--- src/rtl/hamming_pkg.sv ---
// Shared Hamming(7,4) definitions: widths, decoder FSM states and the
// position/data helpers that both the encoder and decoder rely on.
package hamming_pkg;

    localparam int CW_W   = 7;
    localparam int DATA_W = 4;
    localparam int SYN_W  = 3;

    typedef enum logic [1:0] {
        IDLE = 2'd0,
        ACC  = 2'd1,
        FIX  = 2'd2
    } state_e;

    // Hamming position p (1..7) lives at codeword bit 7-p.
    function automatic logic [SYN_W-1:0] pos2idx(input logic [SYN_W-1:0] p);
        return 3'd7 - p;
    endfunction

    // Data bits sit at positions 3, 5, 6, 7.
    function automatic logic [DATA_W-1:0] extract_data(input logic [CW_W-1:0] cw);
        return {cw[4], cw[2], cw[1], cw[0]};
    endfunction

endpackage

--- src/rtl/hamming_syndrome_acc.sv ---
// Serial syndrome accumulator: walks positions 1..7, XOR-ing the position
// number into the syndrome whenever the presented codeword bit is set.
module hamming_syndrome_acc
    import hamming_pkg::*;
(
    input  logic             clk,
    input  logic             rst_n,
    input  logic             clear,
    input  logic             step,
    input  logic             bit_in,
    output logic [SYN_W-1:0] idx,
    output logic [SYN_W-1:0] syndrome,
    output logic             last
);

    logic [SYN_W-1:0] syn_q, syn_d;
    logic [SYN_W-1:0] idx_q, idx_d;

    // Next syndrome/position: clear restarts at position 1, step accumulates.
    always_comb begin
        syn_d = syn_q;
        idx_d = idx_q;
        if (clear) begin
            syn_d = '0;
            idx_d = 3'd1;
        end else if (step) begin
            if (bit_in) begin
                syn_d = syn_q ^ idx_q;
            end
            idx_d = idx_q + 3'd1;
        end
    end

    // Accumulator registers.
    always_ff @(posedge clk or negedge rst_n) begin
        if (!rst_n) begin
            syn_q <= '0;
            idx_q <= '0;
        end else begin
            syn_q <= syn_d;
            idx_q <= idx_d;
        end
    end

    assign idx      = idx_q;
    assign syndrome = syn_q;
    assign last     = (idx_q == 3'd7);

endmodule

--- src/rtl/hamming74_decoder.sv ---
// Bit-serial Hamming(7,4) decoder with start/busy/done handshake.
// state | meaning
// IDLE  | waiting for start; done pulse lives here
// ACC   | accumulating syndrome, one position per clock (idx 1..7)
// FIX   | correct addressed bit, register outputs, pulse done
module hamming74_decoder
    import hamming_pkg::*;
#(
    parameter bit CORRECT_EN = 1'b1
) (
    input  logic              clk,
    input  logic              rst_n,
    input  logic              start,
    input  logic [CW_W-1:0]   de_in,
    output logic [DATA_W-1:0] de_out,
    output logic [SYN_W-1:0]  syndrome,
    output logic              err_flag,
    output logic              busy,
    output logic              done
);

    state_e              state_q, state_d;
    logic [CW_W-1:0]     cw_q, cw_d;
    logic [DATA_W-1:0]   de_out_q, de_out_d;
    logic [SYN_W-1:0]    syndrome_q, syndrome_d;
    logic                err_flag_q, err_flag_d;
    logic                done_q, done_d;

    logic                acc_clear, acc_step, acc_bit, acc_last;
    logic [SYN_W-1:0]    acc_idx, acc_syn;
    logic [CW_W:0]       cw_ext, cw_fix_ext;
    logic [CW_W-1:0]     cw_fix;

    hamming_syndrome_acc u_acc (
        .clk      (clk),
        .rst_n    (rst_n),
        .clear    (acc_clear),
        .step     (acc_step),
        .bit_in   (acc_bit),
        .idx      (acc_idx),
        .syndrome (acc_syn),
        .last     (acc_last)
    );

    // Padding to 8 bits keeps idx 0 (outside ACC) a legal select.
    assign cw_ext  = {1'b0, cw_q};
    assign acc_bit = cw_ext[pos2idx(acc_idx)];

    // Single-bit correction at the position named by the syndrome.
    always_comb begin
        cw_fix_ext = cw_ext;
        if (CORRECT_EN && (acc_syn != '0)) begin
            cw_fix_ext[pos2idx(acc_syn)] = ~cw_ext[pos2idx(acc_syn)];
        end
        cw_fix = cw_fix_ext[CW_W-1:0];
    end

    // FSM next-state and registered-output logic.
    always_comb begin
        state_d    = state_q;
        cw_d       = cw_q;
        de_out_d   = de_out_q;
        syndrome_d = syndrome_q;
        err_flag_d = err_flag_q;
        done_d     = 1'b0;
        acc_clear  = 1'b0;
        acc_step   = 1'b0;
        case (state_q)
            IDLE: begin
                if (start) begin
                    cw_d      = de_in;
                    acc_clear = 1'b1;
                    state_d   = ACC;
                end
            end
            ACC: begin
                acc_step = 1'b1;
                if (acc_last) begin
                    state_d = FIX;
                end
            end
            FIX: begin
                de_out_d   = extract_data(cw_fix);
                syndrome_d = acc_syn;
                err_flag_d = |acc_syn;
                done_d     = 1'b1;
                state_d    = IDLE;
            end
            default: state_d = IDLE;
        endcase
    end

    // State and output registers.
    always_ff @(posedge clk or negedge rst_n) begin
        if (!rst_n) begin
            state_q    <= IDLE;
            cw_q       <= '0;
            de_out_q   <= '0;
            syndrome_q <= '0;
            err_flag_q <= 1'b0;
            done_q     <= 1'b0;
        end else begin
            state_q    <= state_d;
            cw_q       <= cw_d;
            de_out_q   <= de_out_d;
            syndrome_q <= syndrome_d;
            err_flag_q <= err_flag_d;
            done_q     <= done_d;
        end
    end

    assign de_out   = de_out_q;
    assign syndrome = syndrome_q;
    assign err_flag = err_flag_q;
    assign done     = done_q;
    assign busy     = (state_q != IDLE);

endmodule

--- config.mk ---
export PLATFORM = sky130hd
export DESIGN_NAME = hamming74_decoder
export DESIGN_NICKNAME = d
export VERILOG_FILES = /design/src/rtl/hamming_pkg.sv /design/src/rtl/hamming_syndrome_acc.sv /design/src/rtl/hamming74_decoder.sv
export SDC_FILE = /design/constraint.sdc
export NUM_CORES = 1
export LEC_CHECK = 0
export CAP_MARGIN = 20
export CORE_MARGIN = 3
export CORE_UTILIZATION = 30
export DETAILED_ROUTE_END_ITERATION = 7
export PLACE_DENSITY = 0.49
export SYNTH_ARGS = -nofsm -noshare
export SYNTH_HDL_FRONTEND = slang
export SYNTH_HIERARCHICAL = 1
export SYNTH_SLANG_ARGS = --single-unit
--- constraint.sdc ---
create_clock -name clk -period 2.3 [get_ports clk]
set_input_delay 0.23 -clock clk [delete_from_list [all_inputs] [get_ports clk]]
set_output_delay 0.23 -clock clk [all_outputs]
set_load 0.02 [all_outputs]
==> results of run 1 <==
==> metal layers <==
layer  up-vias  share of wire  track usage
li1        352              -            -
met1       342           0.46        0.141
met2        19           0.48        0.177
met3         4          0.051       0.0250
met4         0          0.015       0.0532
met5         -              0            0
==> logic make-up after synthesis <==
kind of cell / after synthesis / share of synthesized area
DFF: 24 / 0.529
adders and majority gates: 2 / 0.0220
buffers and inverters: 6 / 0.0286
and+or+nand+nor: 29 / 0.161
AOI/OAI and AO/OA: 8 / 0.0385
xor gates and xnor gates: 5 / 0.0385
muxes: 17 / 0.183
==> metrics by stage <==
stage               worst slack (ns)  utilization  hold WS (ns)  power (mW)  cells
CTS                            0.549        0.412         0.323        1.96    158
detailed placement             0.589        0.392         0.472        1.58    154
finish                         0.568        0.412         0.315        1.93    158
global placement               0.626        0.392         0.462        1.56    154
floorplan                      0.674            -       -0.0656        1.34     91
global route                   0.514        0.412         0.338        2.09    158
==> where the power goes <==
| part | leakage [nW] | switching, mW | total, mW | internal, mW |
|---|---|---|---|---|
| combinational | 0.305 | 0.341 | 0.786 | 0.445 |
| sequential | 0.302 | 0.173 | 0.771 | 0.598 |
| clock | 0.0357 | 0.136 | 0.368 | 0.233 |
| total | 0.643 | 0.650 | 1.93 | 1.28 |
==> path summary, 6_finish.rpt <==
kind | end | startpoint
hold reg to reg | de_out[1] | de_out[1]
min in group clk | de_out[1] | de_out[1]
max in group asynchronous | state_q[0] | rst_n
setup / recovery | busy | state_q[1]
hold / removal | cw_q[1] | rst_n
setup reg to reg | u_acc/syndrome[2] | u_acc/idx[0]
==> cell type report <==
type                       count  area [um2]
fill                         339        2050
sequential                    24         601
multi-input combinational     61         503
timing repair buffer          20         198
tap                           46        57.6
clock buffer                   3        41.3
clock inverter                 1        30.0
inverter                       3        11.3
==> cells in the final DEF (no fill, tap or decap), drive strengths merged <==
cell,netlist,final
nand3,4,4
bufinv,0,1
clkbuf,1,3
nor2,6,6
xnor2,1,1
nand3b,3,3
and2b,1,1
nor3,1,1
and3b,1,1
ha,2,2
mux4,1,1
xor2,4,4
and2,1,1
nand2,6,6
or2,1,1
o21ai,6,6
clkdlybuf4s50,0,19
inv,3,3
mux2i,2,2
nand2b,2,2
a21oi,1,1
buf,2,1
nor2b,3,3
dfrtp,24,24
mux2,14,14
a21o,1,1
==> synthesized netlist by cell type (all sizes together) (2+ instances only) <==
master / n
buf: 2
dfrtp: 24
ha: 2
inv: 3
mux2: 14
mux2i: 2
nand2: 6
nand2b: 2
nand3: 4
nand3b: 3
nor2: 6
nor2b: 3
o21ai: 6
xor2: 4
==> state kept, by name (all words and copies together), names as in the netlist <==
| name | flops |
|---|---|
| syndrome | 3 |
| state_q | 2 |
| cw_q | 7 |
| u_acc/syndrome | 3 |
| de_out | 4 |
| done | 1 |
| err_flag | 1 |
| u_acc/idx | 3 |
==> qor.csv, run 1 <==
metric,value,unit
synth.area.top_cells,"dfrtp_1 (53%), mux2_2 (12%), xor2_1 (3.1%), mux2_4 (2.6%), ha_1 (2.2%)",
syn_nets,103,
grt_use_total,0.111,
hold_viol_final,0,
worstSetupEndpointType,primary output,
rsz0062_at_grt,false,
worstPathCellList,or2_4 -> clkdlybuf4s50_1,
worstPathRequired,2.07,ns
cts_tree,yes,
die_y,67.5,um
clkLatencyLatePin,0.27,ns
start_util,0.325,
synth_top_area_share,0.529,
synth_edf_count,0,
ys_types,29,
period_share,0.753,
r2r_cells,5,
drive_gt1_frac,0.232,
dr.pass1.iters,4,
grt_pass1_wl,3.67,mm
period_minus_slack,1.73,ns
drv_slew,0,
drc,0,
slowest_stage,clkdlybuf4s50_1,
cp_top_family,buffers and inverters,
antenna_left,0,
clock_path_buffers,2,
first_global_vias,754,
synthArstFlopShare,1.00,
ctsHtreeMaxLevel,1,
wl_per_cell,12.9,um
avgViaCountPerCell,4.54,
die_w,67.5,um
path_class,flip-flop to primary output,
area_growth,26.9,%
setup_viol,0,
cts_root_buffer,clkbuf_8,
cts_setup_buffers,0,
start_kind,flip-flop,
grt_max_degree,25,
core_area,3490,um2
synth_seq_area_share,0.529,
synth_warnings,6,
max_slew.worst_pin.slew,0.467,ns
port_buffers,19,
power.density,1340,nW/um2
peakVddDrop,0.488,mV
cap_violations,0,
synth_seq_cells,24,
dp_hpwl,1.51,mm
syn_avg_cell_area,12.5,um2
r2r_slack,0.59,ns
cts_resized,0,
crit_arrival,1.50,ns
overflow,0,
first_iter_violations,31,
wl,2.05,mm
max_stage_delay,0.54,ns
synthCells,91,
setup_tns,0,ns
final.setup_skew,0.00672,ns
hp-class,input pin to asynchronous set/reset pin,
fmax,0.577,GHz
ys.flop_type,dfrtp_1,
cp.depth,2,
status,completed,
io_pins,20,
yosysTopAreaCell,dfrtp_1,
cts_buffers,3,
worst-path-max-fanout,3,
antenna_found_initial,0,
relSlewSlack,0.689,
clkSlewWorstSetupHoldPaths,0.09,ns
postLayoutCellArea,1440,um2
finalNetCount,125,
synthesis.area,1140,um2
die_area,4560,um2
postPlaceCellArea,1370,um2
antennaDiodeCount,0,
power.leakage,0.643,nW
cts_hold_buffers,0,
path_buf_inv,1,
vias,717,
clock-sinks,24,
gp_congestion,0.757,
row_count,21,
(Power assumes the default switching activity.)
==> run 2, diff against run 1 <==
==> constraint.sdc (replaced) <==
create_clock -name clk -period 1.6 [get_ports clk]
set_input_delay 0.16 -clock clk [delete_from_list [all_inputs] [get_ports clk]]
set_output_delay 0.16 -clock clk [all_outputs]
set_load 0.02 [all_outputs]
==> run 2 against run 1 <==
Non-clock buffer count rose by 5. First-iteration DRC count decreased by 52%. Power grew 46%. Setup slack lost 0.54 ns. Critical path type is now flip-flop to flip-flop. Combinational power grew 70%. Largest power group unchanged.
==> qor.csv, run 2 (synthesis results as in run 1) <==
metric,value,unit
status,completed,
largest_reg_flops,7,
cts_buffers,3,
switching_power,0.995,mW
swShare,0.353,
setup_tns,0,ns
crit_arrival,1.73,ns
finalNetCount,130,
relSlewSlack,0.797,
clkSlewWorstSetupHoldPaths,0.09,ns
comb_power_share,0.475,
first_iter_violations,15,
core_area,3490,um2
clkLatencyLatePin,0.27,ns
drive_gt1_frac,0.299,
worstPathCellList,mux4_2 -> nand2_2 -> o21ai_4 -> nand3_2 -> mux2_4,
period_minus_slack,1.57,ns
port_buffers,19,
fmax,0.638,GHz
cap_violations,0,
wl,2.07,mm
antenna_left,0,
final.setup_skew,0.00363,ns
drv_slew,0,
grt_max_degree,25,
path_buf_inv,0,
gp_congestion,0.734,
die_w,67.5,um
final_common_cell,dfrtp_1,
seqCellArea,601,um2
clock_path_buffers,2,
clock-sinks,24,
io_pins,20,
vias,719,
start_util,0.325,
p_int,1.82,mW
hp-class,input pin to asynchronous set/reset pin,
largest-register,cw_q,
holdWs,0.243,ns
layout.cells.non_filler,163,
grt_use_total,0.106,
path_class,flip-flop to flip-flop,
rsz0062_at_grt,true,
ctsHtreeMaxLevel,1,
wl_per_cell,12.7,um
antennaDiodeCount,0,
antenna_found_initial,0,
die_area,4560,um2
crit-reg2reg-launch,u_acc/idx[0],
clockPowerShare,0.147,
max_slew.worst_pin.slew,0.305,ns
start_kind,flip-flop,
cp-startpoint,u_acc/idx[0],
die_y,67.5,um
power.leakage,0.670,nW
dr.pass1.iters,2,
area_growth,31.3,%
max_stage_delay,0.52,ns
row_count,21,
worstPathRequired,1.76,ns
peakVddDrop,0.683,mV
power.share.sequential,0.378,
cts_tree,yes,
period_share,0.980,
multi_input_area,529,um2
finalPower,2.82,mW
cts_hold_buffers,0,
fillers,333,
setup_viol,0,
first_global_vias,753,
final_cell_mix,"dfrtp_1 (24), clkdlybuf4s50_1 (18), mux2_2 (11)",
cts_root_buffer,clkbuf_8,
slowest_stage,mux4_2,
post-place-ws,0.0270,ns
hold_viol_final,0,
cts_setup_buffers,0,
cp_top_family,multiplexers,
drc,0,
grt_pass1_wl,3.55,mm
worstSetupEndpointType,flip-flop,
avgViaCountPerCell,4.41,
power.density,1890,nW/um2
worst_slack,0.0314,ns
overflow,0,
dp_hpwl,1.52,mm
worst-path-max-fanout,3,
dp.cells,159,
-- run 2: worst paths after layout --
path	cells after the start	endpoint	slack, ns
worst min register to register	2	de_out[3]	0.48
min in group clk	2	de_out[3]	0.48
worst min-delay path	2	syndrome[0]	0.24
worst max-delay path	5	u_acc/syndrome[1]	0.03
max in group asynchronous	2	cw_q[0]	1.12
worst max register to register	5	u_acc/syndrome[1]	0.03
-- run 2: power groups by stage --
stage	sequential, mW	combinational [mW]	clock [mW]
finish	1.06	1.34	0.416
global route	1.11	1.48	0.462
CTS	1.06	1.28	0.431
detailed placement	1.08	1.28	0
global placement	1.06	1.27	0
floorplan	1.14	0.790	0
-- run 2: worst reg2reg max path, delay by kind of cell, from the launching register on --
kind	cells	cell delay [ns]
AND/OR/NAND/NOR	2	0.19
AO/OA/AOI/OAI	1	0.07
multiplexers	2	0.81
flip-flops	1	0.39
-- run 2: layer usage --
metal / vias to the layer above / part of all wire / GRT usage
li1: 361 / - / -
met1: 334 / 0.49 / 0.137
met2: 18 / 0.44 / 0.171
met3: 6 / 0.053 / 0.0200
met4: 0 / 0.016 / 0.0456
met5: - / 0 / 0
-- run 2: area by class of cell --
type,instances,area share
multi-input cells,61,0.355
inverters,3,0.00755
clock buffers,4,0.0369
repair buffers,25,0.159
flip-flops and latches,24,0.403
well taps,46,0.0386
-- run 2: repair_timing --
item,4_1_cts,5_1_grt
pin swaps,0,4
endpoints found under the setup margin,1,3
gates resized for setup,1,6
-- run 2: stage by stage --
step | utilization | instance area, um2
2_1_floorplan | - | 1140
3_3_place_gp | 0.404 | 1410
3_5_place_dp | 0.404 | 1410
4_1_cts | 0.419 | 1470
5_1_grt | 0.427 | 1490
6_report | 0.427 | 1490
